File: src/rtl/seg7_pkg.sv
// Shared constants for the seven-segment scanner.
// Segment codes are active-low and ordered {g,f,e,d,c,b,a}.
package seg7_pkg;

    localparam int DIGITS = 8;
    localparam int IDX_W  = $clog2(DIGITS);

    localparam logic [6:0] SEG_0 = 7'b1000000;
    localparam logic [6:0] SEG_1 = 7'b1111001;
    localparam logic [6:0] SEG_2 = 7'b0100100;
    localparam logic [6:0] SEG_3 = 7'b0110000;
    localparam logic [6:0] SEG_4 = 7'b0011001;
    localparam logic [6:0] SEG_5 = 7'b0010010;
    localparam logic [6:0] SEG_6 = 7'b0000010;
    localparam logic [6:0] SEG_7 = 7'b1111000;
    localparam logic [6:0] SEG_8 = 7'b0000000;
    localparam logic [6:0] SEG_9 = 7'b0010000;
    localparam logic [6:0] SEG_A = 7'b0001000;
    localparam logic [6:0] SEG_B = 7'b0000011;
    localparam logic [6:0] SEG_C = 7'b1000110;
    localparam logic [6:0] SEG_D = 7'b0100001;
    localparam logic [6:0] SEG_E = 7'b0000110;
    localparam logic [6:0] SEG_F = 7'b0001110;

    localparam logic [6:0]        BLANK_SEG = 7'h7F;
    localparam logic [DIGITS-1:0] ANODE_OFF = 8'hFF;

endpackage

File: src/rtl/seg7_scanner_if.sv
// Display bus between the CPU board top and the scanner.
//   value/load/blank_lz : word to show, capture strobe, leading-zero blanking
//   anode/segment/dp    : active-low display drive
//   frame               : one-cycle pulse at the end of each full scan
interface seg7_scanner_if;
    import seg7_pkg::*;

    logic [31:0]       value;
    logic              load;
    logic              blank_lz;
    logic [DIGITS-1:0] anode;
    logic [6:0]        segment;
    logic              dp;
    logic              frame;

    modport master (
        output value, load, blank_lz,
        input  anode, segment, dp, frame
    );

    modport slave (
        input  value, load, blank_lz,
        output anode, segment, dp, frame
    );
endinterface

File: src/rtl/hex_to_seg7.sv
// Combinational hex nibble to active-low seven-segment decoder.
//   nibble_i  : 4-bit hex value
//   segment_o : {g,f,e,d,c,b,a}, active-low
module hex_to_seg7
    import seg7_pkg::*;
(
    input  logic [3:0] nibble_i,
    output logic [6:0] segment_o
);
    always_comb begin
        segment_o = BLANK_SEG;
        case (nibble_i)
            4'h0: segment_o = SEG_0;
            4'h1: segment_o = SEG_1;
            4'h2: segment_o = SEG_2;
            4'h3: segment_o = SEG_3;
            4'h4: segment_o = SEG_4;
            4'h5: segment_o = SEG_5;
            4'h6: segment_o = SEG_6;
            4'h7: segment_o = SEG_7;
            4'h8: segment_o = SEG_8;
            4'h9: segment_o = SEG_9;
            4'hA: segment_o = SEG_A;
            4'hB: segment_o = SEG_B;
            4'hC: segment_o = SEG_C;
            4'hD: segment_o = SEG_D;
            4'hE: segment_o = SEG_E;
            4'hF: segment_o = SEG_F;
            default: segment_o = BLANK_SEG;
        endcase
    end
endmodule

File: src/rtl/seg7_scanner.sv
// Time-multiplexed 8-digit hex display driver for a common-anode display.
//   clock, reset : board clock, synchronous active-high reset
//   bus          : slave side of seg7_scanner_if (word in, display drive out)
// REFRESH_DIV is the number of clocks each digit stays lit (>= 2).
module seg7_scanner
    import seg7_pkg::*;
#(
    parameter int REFRESH_DIV = 50000
) (
    input  logic           clock,
    input  logic           reset,
    seg7_scanner_if.slave  bus
);
    localparam int CNT_W = $clog2(REFRESH_DIV);
    localparam logic [CNT_W-1:0] CNT_LAST = CNT_W'(REFRESH_DIV - 1);

    logic [31:0]       shadow_q, shadow_d;
    logic [CNT_W-1:0]  cnt_q, cnt_d;
    logic [IDX_W-1:0]  idx_q, idx_d;
    logic [DIGITS-1:0] anode_q, anode_d;
    logic [6:0]        segment_q, segment_d;
    logic              dp_q, dp_d;
    logic              frame_q, frame_d;

    logic              tick;
    logic [IDX_W-1:0]  msd;
    logic              blank;
    logic [3:0]        nibble;
    logic [6:0]        seg_code;

    assign tick   = (cnt_q == CNT_LAST);
    assign nibble = shadow_q[{idx_q, 2'b00} +: 4];

    hex_to_seg7 u_dec (
        .nibble_i  (nibble),
        .segment_o (seg_code)
    );

    // Highest nonzero nibble; stays 0 for an all-zero word so digit 0 is
    // never blanked.
    always_comb begin
        msd = '0;
        for (int i = 0; i < DIGITS; i++) begin
            if (shadow_q[4*i +: 4] != 4'h0) begin
                msd = IDX_W'(i);
            end
        end
    end

    assign blank = bus.blank_lz && (idx_q > msd);

    always_comb begin
        shadow_d = bus.load ? bus.value : shadow_q;
        cnt_d    = tick ? '0 : cnt_q + 1'b1;
        idx_d    = tick ? idx_q + 1'b1 : idx_q;
        // Frame pulse lands on the cycle after digit 7's last tick.
        frame_d  = tick && (idx_q == IDX_W'(DIGITS - 1));

        if (blank) begin
            anode_d   = ANODE_OFF;
            segment_d = BLANK_SEG;
            dp_d      = 1'b1;
        end else begin
            anode_d   = ~(DIGITS'(1) << idx_q);
            segment_d = seg_code;
            // Lit decimal point marks the halfword boundary.
            dp_d      = (idx_q != IDX_W'(4));
        end
    end

    always_ff @(posedge clock) begin
        if (reset) begin
            shadow_q  <= '0;
            cnt_q     <= '0;
            idx_q     <= '0;
            anode_q   <= ANODE_OFF;
            segment_q <= BLANK_SEG;
            dp_q      <= 1'b1;
            frame_q   <= 1'b0;
        end else begin
            shadow_q  <= shadow_d;
            cnt_q     <= cnt_d;
            idx_q     <= idx_d;
            anode_q   <= anode_d;
            segment_q <= segment_d;
            dp_q      <= dp_d;
            frame_q   <= frame_d;
        end
    end

    assign bus.anode   = anode_q;
    assign bus.segment = segment_q;
    assign bus.dp      = dp_q;
    assign bus.frame   = frame_q;
endmodule

File: src/flat_wrapper.sv
// flat-port wrapper written by rule: the top's interface ports become plain ports
module seg7_scanner_flat import seg7_pkg::*;
#(
    parameter int REFRESH_DIV = 50000
)
  (clock, reset, bus_value, bus_load, bus_blank_lz, bus_anode, bus_segment, bus_dp, bus_frame);
  seg7_scanner_if bus_i ();
  input  logic clock;
  input  logic reset;
  input wire logic [$bits(bus_i.value)-1:0] bus_value;
  input wire logic [$bits(bus_i.load)-1:0] bus_load;
  input wire logic [$bits(bus_i.blank_lz)-1:0] bus_blank_lz;
  output wire logic [$bits(bus_i.anode)-1:0] bus_anode;
  output wire logic [$bits(bus_i.segment)-1:0] bus_segment;
  output wire logic [$bits(bus_i.dp)-1:0] bus_dp;
  output wire logic [$bits(bus_i.frame)-1:0] bus_frame;
  assign bus_i.value = bus_value;
  assign bus_i.load = bus_load;
  assign bus_i.blank_lz = bus_blank_lz;
  assign bus_anode = bus_i.anode;
  assign bus_segment = bus_i.segment;
  assign bus_dp = bus_i.dp;
  assign bus_frame = bus_i.frame;
  seg7_scanner #(.REFRESH_DIV(REFRESH_DIV)) u_core (.clock(clock), .reset(reset), .bus(bus_i));
endmodule
File: config.mk
export PLATFORM = sky130hd
export DESIGN_NAME = seg7_scanner_flat
export DESIGN_NICKNAME = d
export VERILOG_FILES = /design/src/rtl/seg7_pkg.sv /design/src/rtl/seg7_scanner_if.sv /design/src/rtl/hex_to_seg7.sv /design/src/rtl/seg7_scanner.sv /design/src/flat_wrapper.sv
export SDC_FILE = /design/constraint.sdc
export NUM_CORES = 1
export LEC_CHECK = 0
export ABC_CLOCK_PERIOD_IN_PS = 3900
export CAP_MARGIN = 20
export CELL_PAD_IN_SITES_DETAIL_PLACEMENT = 1
export CELL_PAD_IN_SITES_GLOBAL_PLACEMENT = 1
export CORE_ASPECT_RATIO = 0.7
export CORE_MARGIN = 4
export CORE_UTILIZATION = 50
export CTS_CLUSTER_DIAMETER = 200
export CTS_CLUSTER_SIZE = 40
export DETAILED_ROUTE_END_ITERATION = 16
export DONT_BUFFER_PORTS = 1
export PLACE_DENSITY = 0.9
export SLEW_MARGIN = 15
export SYNTH_ARGS = -nofsm -noshare
export SYNTH_HDL_FRONTEND = slang
export SYNTH_SLANG_ARGS = --single-unit
File: constraint.sdc
create_clock -name clock -period 3.9 [get_ports clock]
set_input_delay 0.39 -clock clock [delete_from_list [all_inputs] [get_ports clock]]
set_output_delay 0.39 -clock clock [all_outputs]
set_load 0.01 [all_outputs]
Yosys cells after proc, flatten, opt, wreduce, memory -nomap -nowiden --
Memories as Yosys holds them, arrays and structs flattened. A register that Yosys moved wholly into a read port is not among the register bits. Index checks and enable logic that the tools add are counted. W data, S select, Z words.
Storage, ports and cells: register bits after elaboration 61, word-level logic and storage cells 34, memory bits (read-only) 112, memories kept 1, input bits 36
Memories:
- (no name shown) | words 16, width 7, rd ports 1, clocked after Yosys merged registers in 1, write ports 0, RTL line hex_to_seg7.sv:12 | case (nibble_i)
Cells by class: shift-type cells 2, magnitude comparators 1, reductions and logical operators 11, bitwise logic cells 1, add/sub/neg operators 2, equal/unequal tests 3, mux-type cells 7
Operators with widths (number):
- $shiftx A32 B6 Y4 | 1
- $reduce_bool A4 Y1 | 7
- $add A16 B1 Y16 const B | 1
- $eq A16 B16 Y1 const B | 1
- $mux W3 | 4
- $not A8 Y8 | 1
- $shl A1 B3 Y8 const A | 1
- $mux W2 | 2
- $reduce_or A2 Y1 | 2
- $add A3 B1 Y3 const B | 1
- $eq A3 B3 Y1 const B | 1
- $gt A3 B3 Y1 | 1
- $ne A3 B3 Y1 const B | 1
- $logic_and A1 B1 Y1 | 2
- $mux W1 | 1

Depth between registers and ports, before layout --
depth in word-level cells 11, gate-level depth with buffers 10, depth with buffers taken out 10

By module --
From an unflattened synthesis, not the netlist that was laid out.
Second synthesis, totals: cells, all modules 330, area total of the unflattened synthesis 3254.4 um^2
By module, submodules not included:
- seg7_scanner | sequential area each 1341.3 um^2, area each 2979.1 um^2, instances 1, cells each 298
- hex_to_seg7 | sequential area each 0.0 um^2, area each 275.3 um^2, instances 1, cells each 32

Least setup slack after synthesis --
No wires, ideal clock.
kind register -> register, start point register u_core.idx_q[1], end point register u_core.segment_q[0] (netlist: u_core.bus.segment[0]), arrival time 2.314 ns, setup slack 1.472 ns, setup time 0.114 ns, cell stages (with the launch flop) 9, required time 3.786 ns, buffers on the path 1, cells stage by stage dfxtp_1 -> buf_2 -> mux4_1 -> mux2i_1 -> inv_1 -> ha_1 -> a211o_1 -> o31a_1 -> a21o_1
On the way: word-level cells in the longest chain between the ends 3
RTL lines:
- start: declaration | RTL line seg7_scanner.sv:19 | logic [IDX_W-1:0] idx_q, idx_d;
- start signal: assignment | RTL line seg7_scanner.sv:83 | idx_q <= idx_d;
- parallel branches: the longest is 3 deep, another holds $shiftx A32 B6 Y4
- end: declaration | RTL line seg7_scanner.sv:21 | logic [6:0] segment_q, segment_d;
Several ways; the timed one is not identified. A chain may end at the register's enable or synchronous reset.

Final worst setup path --
start point register u_core.idx_q[1], end point register u_core.segment_q[3] (netlist: u_core.bus.segment[3])
Same word-level chain as after synthesis.

==> impl_metrics.json <==
{
  "multi_input_area_sq_um": 1647,
  "max-slew-margin-rel": 0.5284,
  "endpoint_type_of_the_worst_setup_path": "register",
  "period_share": 0.7897,
  "timing.critical_path.from_type": "register",
  "fillCellCount": 656,
  "post_cts_setup_repair_bufs": 0,
  "layout_min_cycle_time_ns": 3.080,
  "drt-total-wl_mm": 7.267,
  "synth.cell_area_sq_um": 3095,
  "worst_pin_slew_ns": 0.6878,
  "avgSynthCellArea_sq_um": 9.890,
  "grt_antenna_before_repair": 0,
  "rsz0062_at_grt": "no",
  "critPathMaxFanout": 15,
  "cell_with_the_largest_stage_delay_on_the_worst_path": "dfxtp_1",
  "crit_path_cells": "mux4_1, mux2i_1, inv_1, ha_1, a2111oi_0, a31oi_1",
  "synth_warnings": 0,
  "powerDensity_nw_per_um2": 461.2,
  "wl_per_cell_um": 18.63,
  "grt-ovfl-total": 0,
  "postSynthRegisterBits": 67,
  "globalRouteMet1Util": 0.2864,
  "grtUsageTotal": 0.2138,
  "grt.met2_usage": 0.3211,
  "layout-area-overhead-vs-synth_pct": 8.690,
  "total_leakage_power_nw": 1.428,
  "synth-edff-count": 0,
  "design.final.nets": 362,
  "core.rowCount": 23,
  "fp.dieArea_sq_um": 7534,
  "proportion_of_layout_cells_with_a_drive_suffix_above_1": 0.06984,
  "clkTransAtPathRegs_ns": 0.08,
  "fmax_mhz": 324.7,
  "timing.critical_path.depth": 6,
  "worstRegToRegCells": 6,
  "fin_worst_hold_slack_ns": 0.1318,
  "global_route.usage.met3": 0.06926,
  "grt_max_degree": 41,
  "setup_cp_type": "register to register",
  "port_buffers": 0,
  "synth_cells": 313,
  "timing.final.hold_violations": 0,
  "drcViolationCount": 0,
  "synth.lib_cells_used.distinct": 50,
  "grt_first_pass_wirelength_mm": 12.34,
  "worst_path_buf_inv": 1,
  "final_antenna_net_count": 0,
  "critPathTopFamily": "multiplexers",
  "clk_path_buf_depth": 2,
  "cts_num_sinks": 67,
  "final-max-slew-violation-count": 0,
  "top_usage_layer": "met2",
  "grt_pass1_vias": 2469,
  "fin_worst_skew_ns": 0.007652,
  "top_level_ports": 53,
  "finalSetupViolations": 0,
  "status": "complete, no violations",
  "peakVddDrop_v": 0.0002186,
  "via_per_inst": 5.887,
  "postSynthNetCount": 365,
  "cts_tree": "done",
  "drt-pass1-iter-count": 4,
  "place.detailed.hpwl_mm": 5.354,
  "critical_path_required_time_ns": 4.08,
  "antenna_cells_inserted": 0,
  "synth-main-ff-cell": "dfxtp_1",
  "synth-async-reset-ratio": 0,
  "place.gp.congestion": 0.8963,
  "postCtsResizedCells": 0,
  "timing.critical_path.arrival_ns": 3.26,
  "initial_standard_cell_utilization_of_the_core": 0.5273,
  "floorplan.die.height_um": 73.83,
  "timing.hold.worst_path_depth": 1,
  "cts_made_buffers": 9,
  "area_of_the_core_sq_um": 5871,
  "clock_latency_ns": 0.33,
  "max-cap-violations": 0,
  "timing.hold.worst.class": "primary input to register",
  "drt-initial-drc-count": 122,
  "cpPeakStageDelay_ns": 0.70,
  "post_synthesis_sequential_area_ratio": 0.4333,
  "clock-root-buffer": "clkbuf_8",
  "postCtsHoldBufs": 0,
  "sequential_cell_area_sq_um": 1341,
  "dr_total_vias": 2296,
  "cts.htree.levels": 3,
  "total_neg_setup_slack_ns": 0,
  "die_width_um": 102.0
}
==> cells in the mapped netlist, drive strengths merged (2+ instances only) <==
library cell / n / area (sq um)
nand4: 4 / 25.02
and3: 3 / 18.77
a21o: 2 / 15.01
ha: 16 / 200.2
buf: 8 / 45.04
a31oi: 3 / 18.77
nor4: 6 / 37.54
nand2b: 2 / 12.51
mux2i: 41 / 422.9
mux4: 6 / 150.1
a21oi: 4 / 20.02
nand3: 10 / 50.05
xor2: 7 / 61.31
inv: 9 / 36.29
a21boi: 2 / 18.77
nor4b: 2 / 17.52
dfxtp: 67 / 1341
o221ai: 2 / 17.52
nor3: 4 / 20.02
nand2: 14 / 52.55
clkbuf: 6 / 22.52
nor2b: 2 / 15.02
mux2: 2 / 22.52
xnor2: 8 / 70.07
o21ai: 6 / 30.03
nor2: 62 / 232.7
==> layer usage <==
layer | share of wire | up-vias | wire, um
met5 | 0 | - | 0
met4 | 0.018 | 0 | 133
met3 | 0.064 | 11 | 468
met2 | 0.45 | 60 | 3249
met1 | 0.47 | 1131 | 3415
li1 | - | 1094 | -
==> cell usage in the layout (no fill, tap or decap), drive strengths merged, types with 3 or more instances in the layout <==
cell type / Yosys / final
nand2: 14 / 14
nor2: 62 / 62
dfxtp: 67 / 67
o21ai: 6 / 6
xor2: 7 / 7
ha: 16 / 16
nand3: 10 / 10
nor4: 6 / 6
nor3: 4 / 4
nand4: 4 / 4
bufinv: 0 / 3
a31oi: 3 / 3
mux2i: 41 / 41
a21oi: 4 / 4
xnor2: 8 / 8
clkbuf: 6 / 12
and3: 3 / 3
mux4: 6 / 6
inv: 9 / 9
==> cell type report <==
class,count,share of cell area
well taps,75,0.02789
inverters,10,0.01190
flip-flops and latches,67,0.3987
multi-input cells,222,0.4894
clock inverters,4,0.02901
clock buffers,12,0.04314
==> metrics by stage <==
stage	power (mW)	utilization	cells	cell area (sq um)	worst slack, ns
2_1_floorplan	0.8458	-	313	3095	1.472
3_3_place_gp	0.8556	0.5318	374	3122	1.149
3_5_place_dp	0.8637	0.5318	374	3122	0.8999
4_1_cts	1.565	0.5731	390	3364	0.9044
5_1_grt	1.625	0.5731	390	3364	0.7114
6_report	1.552	0.5731	390	3364	0.8202
==> worst paths after layout <==
| kind | start | to | slack, ns |
|---|---|---|---|
| worst max-delay path | u_core.idx_q[1] | u_core.bus.segment[3] | 0.82 |
| worst max register to register | u_core.idx_q[1] | u_core.bus.segment[3] | 0.82 |
| worst min register to register | u_core.cnt_q[0] | u_core.cnt_q[0] | 0.46 |
| worst min-delay path | reset | u_core.idx_q[2] | 0.13 |
==> kinds of logic (layout without fill, tap and decap cells) <==
| logic type | after synthesis | after routing | share of synthesized area |
|---|---|---|---|
| compound gates | 29 | 29 | 0.06630 |
| xor+xnor | 15 | 15 | 0.04244 |
| fa+ha+maj | 16 | 16 | 0.06467 |
| flops | 67 | 67 | 0.4333 |
| simple gates | 113 | 113 | 0.1661 |
| buf+inv | 24 | 26 | 0.03476 |
| mux | 49 | 49 | 0.1924 |
==> worst reg2reg max path: stages, from the launching register on <==
cell,delay (ns)
dfxtp_1,0.70
mux4_1,0.64
mux2i_1,0.57
inv_1,0.21
ha_1,0.25
a2111oi_0,0.47
a31oi_1,0.09
==> where the power goes <==
group          switching [mW]  internal (mW)  total (mW)  leakage, nW
Clock                   0.258          0.443       0.701        0.117
Combinational          0.0556         0.0524       0.108        0.761
Sequential             0.0280          0.714       0.742        0.550
Total                   0.342           1.21        1.55         1.43
==> state kept, by name, indices dropped and copies added, names as in the netlist <==
name / count
u_core.idx_q: 3
u_core.shadow_q: 32
u_core.cnt_q: 16
u_core.bus.segment: 7
u_core.bus.frame: 1
u_core.bus.anode: 8
(Power assumes the default switching activity.)
